==> config.mk <==
export PLATFORM = sky130hd
export DESIGN_NAME = seq_multiplier64
export DESIGN_NICKNAME = d
export VERILOG_FILES = /design/src/rtl/seq_multiplier64_pkg.sv /design/src/rtl/seq_multiplier64_full_adder.sv /design/src/rtl/seq_multiplier64.sv
export SDC_FILE = /design/constraint.sdc
export NUM_CORES = 1
export LEC_CHECK = 0
export ABC_AREA = 1
export BUFFER_PORTS_ARGS = -buffer_cell sky130_fd_sc_hd__buf_4
export CAP_MARGIN = 20
export CORE_MARGIN = 3
export CORE_UTILIZATION = 35
export CTS_CLUSTER_SIZE = 8
export DETAILED_ROUTE_END_ITERATION = 16
export GPL_TIMING_DRIVEN = 0
export MAX_ROUTING_LAYER = met4
export PLACE_DENSITY = 0.54
export SLEW_MARGIN = 15
export SYNTH_ARGS = -nofsm -noshare
export SYNTH_HDL_FRONTEND = slang
export SYNTH_SLANG_ARGS = --single-unit
==> constraint.sdc <==
create_clock -name Clock -period 18.4 [get_ports Clock]
set_input_delay 2.76 -clock Clock [delete_from_list [all_inputs] [get_ports Clock]]
set_output_delay 2.76 -clock Clock [all_outputs]
set_load 0.03 [all_outputs]
==> src/rtl/seq_multiplier64_pkg.sv <==
// Shared definitions for the iterative unsigned multiplier and its wrappers.
// Latency: n/a (types and constants only).
// Backpressure: n/a.
package seq_multiplier64_pkg;

    // Default operand width; the adder slices in groups of 4 bits, so any
    // override must stay a multiple of 4.
    localparam int DEFAULT_WIDTH = 64;

    // Control state encoding, also reused by the signed-multiply wrapper.
    typedef enum logic [1:0] {
        IDLE = 2'd0,
        RUN  = 2'd1,
        DONE = 2'd2
    } state_t;

endpackage

==> src/rtl/seq_multiplier64_full_adder.sv <==
// Ripple-carry adder built from 4-bit slices, carry chained slice to slice.
// Latency: purely combinational.
// Backpressure: none.
module FullAdder64 #(
    parameter int WIDTH = 64
) (
    input  logic [WIDTH-1:0] X,
    input  logic [WIDTH-1:0] Y,
    input  logic             CarryIn,
    output logic [WIDTH-1:0] Sum,
    output logic             CarryOut
);

    localparam int SLICES = WIDTH / 4;

    logic       carry;
    logic [4:0] slice_sum;

    // Walk the slices LSB first, each slice consuming the previous carry.
    always_comb begin
        carry     = CarryIn;
        slice_sum = '0;
        Sum       = '0;
        for (int s = 0; s < SLICES; s++) begin
            slice_sum       = {1'b0, X[4*s +: 4]} + {1'b0, Y[4*s +: 4]} + {4'b0000, carry};
            Sum[4*s +: 4]   = slice_sum[3:0];
            carry           = slice_sum[4];
        end
        CarryOut = carry;
    end

endmodule

==> src/rtl/seq_multiplier64.sv <==
// Shift-and-add unsigned multiplier: one partial product per cycle, 2*WIDTH-bit result.
// Latency: WIDTH+1 edges from operand acceptance to OutValid; fixed, no early exit.
// Backpressure: InReady only in IDLE; Product held stable in DONE until OutReady.
module seq_multiplier64
    import seq_multiplier64_pkg::*;
#(
    parameter int WIDTH = DEFAULT_WIDTH
) (
    input  logic               Clock,
    input  logic               Reset_n,
    input  logic               InValid,
    output logic               InReady,
    input  logic [WIDTH-1:0]   A,
    input  logic [WIDTH-1:0]   B,
    output logic               OutValid,
    input  logic               OutReady,
    output logic [2*WIDTH-1:0] Product,
    output logic               Busy
);

    localparam int            CW   = $clog2(WIDTH);
    localparam logic [CW-1:0] LAST = CW'(WIDTH - 1);

    state_t           state;
    state_t           state_next;

    logic [WIDTH-1:0] mcand;
    logic [WIDTH-1:0] hi;
    logic [WIDTH-1:0] lo;
    logic [CW-1:0]    count;

    logic [WIDTH-1:0] add_y;
    logic [WIDTH-1:0] add_sum;
    logic             add_cout;

    // When the current multiplier bit is 0 the adder sees Y = 0, so its
    // result is simply {0, hi}; one shared path covers both cases.
    assign add_y = lo[0] ? mcand : '0;

    FullAdder64 #(
        .WIDTH    (WIDTH)
    ) u_adder (
        .X        (hi),
        .Y        (add_y),
        .CarryIn  (1'b0),
        .Sum      (add_sum),
        .CarryOut (add_cout)
    );

    // State register; reset aborts any in-flight product immediately.
    always_ff @(posedge Clock or negedge Reset_n) begin
        if (!Reset_n) begin
            state <= IDLE;
        end else begin
            state <= state_next;
        end
    end

    // Next-state decode: accept in IDLE, count WIDTH steps, hand off in DONE.
    always_comb begin
        state_next = state;
        case (state)
            IDLE: begin
                if (InValid && InReady) begin
                    state_next = RUN;
                end
            end
            RUN: begin
                if (count == LAST) begin
                    state_next = DONE;
                end
            end
            DONE: begin
                if (OutReady) begin
                    state_next = IDLE;
                end
            end
            default: begin
                state_next = IDLE;
            end
        endcase
    end

    // Datapath: load operands on accept, then shift {carry, sum, lo} right
    // once per RUN cycle. The carry lands in hi's MSB, so nothing is lost.
    always_ff @(posedge Clock or negedge Reset_n) begin
        if (!Reset_n) begin
            mcand <= '0;
            hi    <= '0;
            lo    <= '0;
            count <= '0;
        end else begin
            case (state)
                IDLE: begin
                    if (InValid) begin
                        mcand <= A;
                        hi    <= '0;
                        lo    <= B;
                        count <= '0;
                    end
                end
                RUN: begin
                    {hi, lo} <= {add_cout, add_sum, lo[WIDTH-1:1]};
                    count    <= count + CW'(1);
                end
                default: begin
                    // DONE holds the finished product until it is taken.
                end
            endcase
        end
    end

    assign InReady  = (state == IDLE);
    assign Busy     = (state == RUN);
    assign OutValid = (state == DONE);
    assign Product  = (state == DONE) ? {hi, lo} : '0;

endmodule

==> impl_metrics.tcl, run 1 <==
set metrics [dict create \
    wl_um 35680 \
    min_path_cells 2 \
    avgSynthCellArea_sq_um 7.487 \
    initial_utilization 0.3558 \
    max_freq_mhz 57.80 \
    final.min_clock_period_ns 17.30 \
    row_count 66 \
    insertion_delay_ns 0.44 \
    numClockSinks 200 \
    drive_above_1_share 0.1991 \
    rsz0062_at_grt "false" \
    drtIter0Drc 470 \
    wl_per_cell_um 15.58 \
    power.share.clock 0.170 \
    grt_pass1_vias 10550 \
    tritoncts "done" \
    dr.pass1.iters 4 \
    placed_area_sq_mm 0.01419 \
    die_h_um 188.1 \
    gp_congestion 0.8513 \
    dr_wl_met3_um 1527 \
    finalCritPeriodShare 0.9402 \
    worstPathRequired_ns 18.69 \
    final_core_util 0.4542 \
    intPower_mw 1.187 \
    power_frac_comb 0.511 \
    hold_violations 0 \
    grt.overflow.total 0 \
    cts_root_buffer "clkbuf_16" \
    finalSetupTns_ns 0 \
    nets 2048 \
    via_per_inst 4.647 \
    cp.arrival_ns 17.59 \
    drv_cap 0 \
    ir_drop_mv 0.08072 \
    tightest_slew_ns 0.8719 \
    clk_pin_slew_ns 0.07 \
    leakage_nw 8.233 \
    n_antenna_cell 0 \
    synth_seq_cells 200 \
    drv_slew 0 \
    syn-num-nets 1763 \
    p_sw_frac 0.4639 \
    pwr_density_cell_mw_per_mm2 149.5 \
    area_delta_synth_final_pct 27.65 \
    io_pins 263 \
    path_class "reg2reg" \
    grt_pass1_wl_um 56330 \
    n_fill_cell 3444 \
    ant_nets 0 \
    hold_ws_ns 0.4727 \
    antenna_found_initial 0 \
    grt_usage 0.2062 \
    met1_length_um 17710 \
    yosysWarnings 0 \
    fin_skew_ns 0.01447 \
    clock_tree.buffer_depth 2 \
    dieArea_sq_mm 0.03538 \
    relSlewSlack 0.4187 \
    drc 0 \
    layout_commonest_cell "nand2_1" \
    crit_slowest_cell "dfrtp_2" \
    die-width_um 188.1 \
    io_buffers 262 \
    total_power_mw 2.215 \
    status "complete, no violations" \
    placed_cells_incl_taps 2256 \
    htree_num_levels 4 \
    top_layer_used "met4" \
    reg2regPathDepth 99 \
    dr_wl_met2_um 16060 \
    fin_area_sq_mm 0.01481 \
    synthDistinctLibCells 19 \
    hold_path.class "reg2reg" \
    crit_family "adder cells" \
    slowest_delay_ns 0.50 \
    place_ws_ns -0.3154 \
    stdcell_count 2290 \
    crit_top_cell "nand2_1" \
    cts_buffers 17 \
    final_cell_mix "nand2_1 (450), buf_4 (266), inv_1 (247)" \
    ys_seq_area_frac 0.4313 \
    p_sw_mw 1.027 \
    cp-start-kind "flip-flop" \
    grt_max_degree 99 \
    fin_ws_ns 1.100 \
    syn_area_sq_mm 0.01160 \
    netlist_instances 1550 \
    pwr-share-seq 0.320 \
    end_kind "flip-flop" \
    vias 10640 \
    dp_hpwl_um 26820 \
    setup_violations 0 \
    crit_buf_inv 19 \
    core_sq_mm 0.03262 \
    cp.depth 99 \
    crit_path_max_fanout 7 \
]
cell type report:
class,instances,area [sq um],area share
multi-input cells,1016,5264,0.3553
flip-flops and latches,200,5006,0.3379
repair buffers,267,2049,0.1383
inverters,249,934.6,0.06309
well taps,442,553.0,0.03733
clock buffers,19,442.9,0.02990
plain buffers,84,434.2,0.02931
clock inverters,13,130.1,0.008784
metal layers:
layer  up-vias  global-route usage
met3        23             0.02524
met1      4987              0.2899
met4         0             0.04156
li1       5366                   -
met2       265              0.3238
met5         -                   -
logic make-up after synthesis:
logic type | after synthesis | share of synthesized area
DFF | 200 | 0.4313
AOI/OAI and AO/OA | 217 | 0.09930
and+or+nand+nor | 718 | 0.2447
buffers and inverters | 334 | 0.1173
adders and majority gates | 81 | 0.1074
sequential cells by signal (all words and copies together) (netlist names):
register / flops
count: 6
state: 2
lo: 64
mcand: 64
hi: 64
worst min-delay path, stage by stage, from the launching register on:
cell and delay (ns):
dfrtp_1 0.35, nand2_1 0.05, nand2_1 0.04
path summary, 6_finish.rpt:
check / startpoint / endpoint / slack [ns]
setup / recovery: lo[0]$_DFFE_PN0P_ / hi[60]$_DFFE_PN0P_ / 1.10
hold / removal: mcand[17]$_DFFE_PN0P_ / mcand[17]$_DFFE_PN0P_ / 0.47
setup reg to reg: lo[0]$_DFFE_PN0P_ / hi[60]$_DFFE_PN0P_ / 1.10
hold reg to reg: mcand[17]$_DFFE_PN0P_ / mcand[17]$_DFFE_PN0P_ / 0.47
max in group asynchronous: Reset_n / mcand[52]$_DFFE_PN0P_ / 15.55
min in group asynchronous: Reset_n / lo[41]$_DFFE_PN0P_ / 2.11
synth_stat cells:
cell / count / area [sq um]
nand2_1: 450 / 1689
dfrtp_1: 200 / 5005
inv_2: 2 / 7.510
fa_1: 31 / 620.6
buf_6: 5 / 56.30
nand3_1: 116 / 580.6
buf_1: 4 / 15.01
o21ai_2: 1 / 8.760
o21ai_1: 23 / 115.1
a21oi_1: 33 / 165.2
o22ai_1: 47 / 294.0
buf_2: 47 / 235.2
ha_1: 50 / 625.6
inv_1: 247 / 927.1
nor2_1: 152 / 570.6
clkbuf_1: 26 / 97.59
a22o_1: 1 / 8.760
o21ai_0: 112 / 560.5
buf_4: 3 / 22.52
power by group through the flow:
stage | Combinational, mW | Sequential, mW | Clock [mW]
final | 1.13 | 0.708 | 0.376
after global routing | 1.29 | 0.730 | 0.403
after CTS | 1.14 | 0.710 | 0.385
after detailed placement | 1.14 | 0.713 | 0
after global placement | 1.12 | 0.709 | 0
after floorplan | 0.784 | 0.691 | 0
timing repair:
action | in CTS | in global routing
buffers inserted | 0 | 3
resized for setup | 1 | 16
hold endpoints to repair | 0 | 0
hold buffers | 0 | 0
setup endpoints to repair | 4 | 5
Power figures use the tool's default switching activity.
==> run 2: changes to the inputs <==
--- a/config.mk
+++ b/config.mk
@@ -8,13 +8,16 @@
 export ABC_AREA = 1
 export BUFFER_PORTS_ARGS = -buffer_cell sky130_fd_sc_hd__buf_4
 export CAP_MARGIN = 20
+export CELL_PAD_IN_SITES_DETAIL_PLACEMENT = 1
+export CELL_PAD_IN_SITES_GLOBAL_PLACEMENT = 2
 export CORE_MARGIN = 3
-export CORE_UTILIZATION = 35
+export CORE_UTILIZATION = 31
 export CTS_CLUSTER_SIZE = 8
 export DETAILED_ROUTE_END_ITERATION = 16
 export GPL_TIMING_DRIVEN = 0
 export MAX_ROUTING_LAYER = met4
-export PLACE_DENSITY = 0.54
+export PLACE_DENSITY = 0.79
+export SKIP_LAST_GASP = 1
 export SLEW_MARGIN = 15
 export SYNTH_ARGS = -nofsm -noshare
 export SYNTH_HDL_FRONTEND = slang
==> impl_metrics.tcl, run 2 (synthesis gave the netlist of run 1 again) <==
set metrics [dict create \
    grt_pass1_wl_um 61620 \
    dieArea_sq_mm 0.03979 \
    gp_congestion 0.8038 \
    relSlewSlack 0.4450 \
    tightest_slew_ns 0.8325 \
    min_path_cells 2 \
    fin_ws_ns 1.389 \
    wl_um 38840 \
    path_class "reg2reg" \
    vias 10640 \
    status "complete, no violations" \
    drive_above_1_share 0.1992 \
    via_per_inst 4.598 \
    n_antenna_cell 0 \
    crit_top_cell "nand2_1" \
    rsz0062_at_grt "false" \
    initial_utilization 0.3155 \
    dp_hpwl_um 29820 \
    tritoncts "done" \
    insertion_delay_ns 0.44 \
    cts_root_buffer "clkbuf_16" \
    pwr_density_cell_mw_per_mm2 150.2 \
    stdcell_count 2315 \
    setup_violations 0 \
    cp.arrival_ns 17.32 \
    grt_max_degree 72 \
    htree_num_levels 4 \
    leakage_nw 8.228 \
    numClockSinks 200 \
    wl_per_cell_um 16.78 \
    hold_path.class "reg2reg" \
    io_buffers 262 \
    row_count 70 \
    cts_buffers 17 \
    cts_hold_buf 0 \
    cp-start-kind "flip-flop" \
    final_cell_mix "nand2_1 (450), buf_4 (266), inv_1 (247)" \
    worstPathRequired_ns 18.71 \
    die-width_um 199.5 \
    dr.pass1.iters 4 \
    final.min_clock_period_ns 17.01 \
    reg2regPathDepth 99 \
    crit_slowest_cell "dfrtp_4" \
    drc 0 \
    nets 2048 \
    grt.overflow.total 0 \
    grt_pass1_vias 11410 \
    reg_top3 "hi (64), lo (64), mcand (64)" \
    antenna_found_initial 0 \
    drtIter0Drc 301 \
    die_h_um 199.5 \
    hold_violations 0 \
    slowest_delay_ns 0.46 \
    placed_cells_incl_taps 2283 \
    placed_area_sq_mm 0.01423 \
    layout_commonest_cell "nand2_1" \
    drv_cap 0 \
    ant_nets 0 \
    grt_usage 0.2031 \
    clock_tree.buffer_depth 2 \
    crit_path_max_fanout 10 \
    end_kind "flip-flop" \
    finalCritPeriodShare 0.9245 \
    ir_drop_mv 0.06279 \
    drv_slew 0 \
    core_sq_mm 0.03679 \
    place_ws_ns -0.3476 \
    fin_skew_ns 0.007682 \
    hold_ws_ns 0.4714 \
    max_freq_mhz 58.79 \
    area_delta_synth_final_pct 27.87 \
    fin_area_sq_mm 0.01484 \
    clk_pin_slew_ns 0.07 \
    n_fill_cell 4623 \
    io_pins 263 \
]
[run 2: changes by cell type in the layout (fill, tap and decap cells not counted), sizes merged]
cell | before | now
inv | 258 | 250
clkbuf | 43 | 49
clkinv | 3 | 4
[run 2: area by class of cell]
type | instances | area [sq um] | area share
clock buffer | 25 | 505.5 | 0.03406
multi-input combinational | 1016 | 5271 | 0.3552
tap | 468 | 585.6 | 0.03946
clock inverter | 6 | 40.04 | 0.002698
buffer | 84 | 434.2 | 0.02926
sequential | 200 | 5009 | 0.3375
timing repair buffer | 267 | 2059 | 0.1388
inverter | 249 | 934.6 | 0.06298
[run 2: final timing paths]
path                                        from  slack, ns                     to
setup / recovery               lo[0]$_DFFE_PN0P_       1.39     hi[60]$_DFFE_PN0P_
hold / removal             mcand[25]$_DFFE_PN0P_       0.47  mcand[25]$_DFFE_PN0P_
setup reg to reg               lo[0]$_DFFE_PN0P_       1.39     hi[60]$_DFFE_PN0P_
hold reg to reg            mcand[25]$_DFFE_PN0P_       0.47  mcand[25]$_DFFE_PN0P_
max in group asynchronous                Reset_n      15.04     hi[41]$_DFFE_PN0P_
min in group asynchronous                Reset_n       2.23     lo[41]$_DFFE_PN0P_
[run 2: what timing repair did]
action                                  in CTS  in global routing
gates cloned                                 0                  0
gates resized for setup                      2                 19
endpoints found under the setup margin       5                  6
buffers inserted                             0                  2
[run 2: routing by layer]
layer | global-route usage | vias to the layer above | part of all wire
li1 | - | 5353 | -
met5 | - | - | 0
met3 | 0.03254 | 17 | 0.038
met2 | 0.3382 | 185 | 0.47
met1 | 0.2677 | 5089 | 0.48
met4 | 0.03231 | 0 | 0.0093
[run 2: critical path: cells and delay by family, from the launching register on]
kind / cells / cell delay, ns
AND/OR/NAND/NOR: 32 / 2.13
adder cells (fa/ha/maj): 32 / 11.56
flip-flops: 1 / 0.46
AO/OA/AOI/OAI: 16 / 1.17
buffers and inverters: 19 / 1.60
[run 2: power breakdown]
part / internal (mW) / leakage, nW / switching [mW] / total [mW]
Combinational: 0.380 / 5.41 / 0.774 / 1.15
Sequential: 0.626 / 2.55 / 0.0851 / 0.711
Clock: 0.191 / 0.270 / 0.173 / 0.364
Total: 1.20 / 8.23 / 1.03 / 2.23
[run 2: stage by stage]
stage          utilization  setup TNS [ns]  power, mW
2_1_floorplan            -               0      1.475
3_3_place_gp        0.3849         -0.4822      1.844
3_5_place_dp        0.3870         -0.9166      1.882
4_1_cts             0.4018               0      2.260
5_1_grt             0.4034               0      2.455
6_report            0.4034               0      2.229
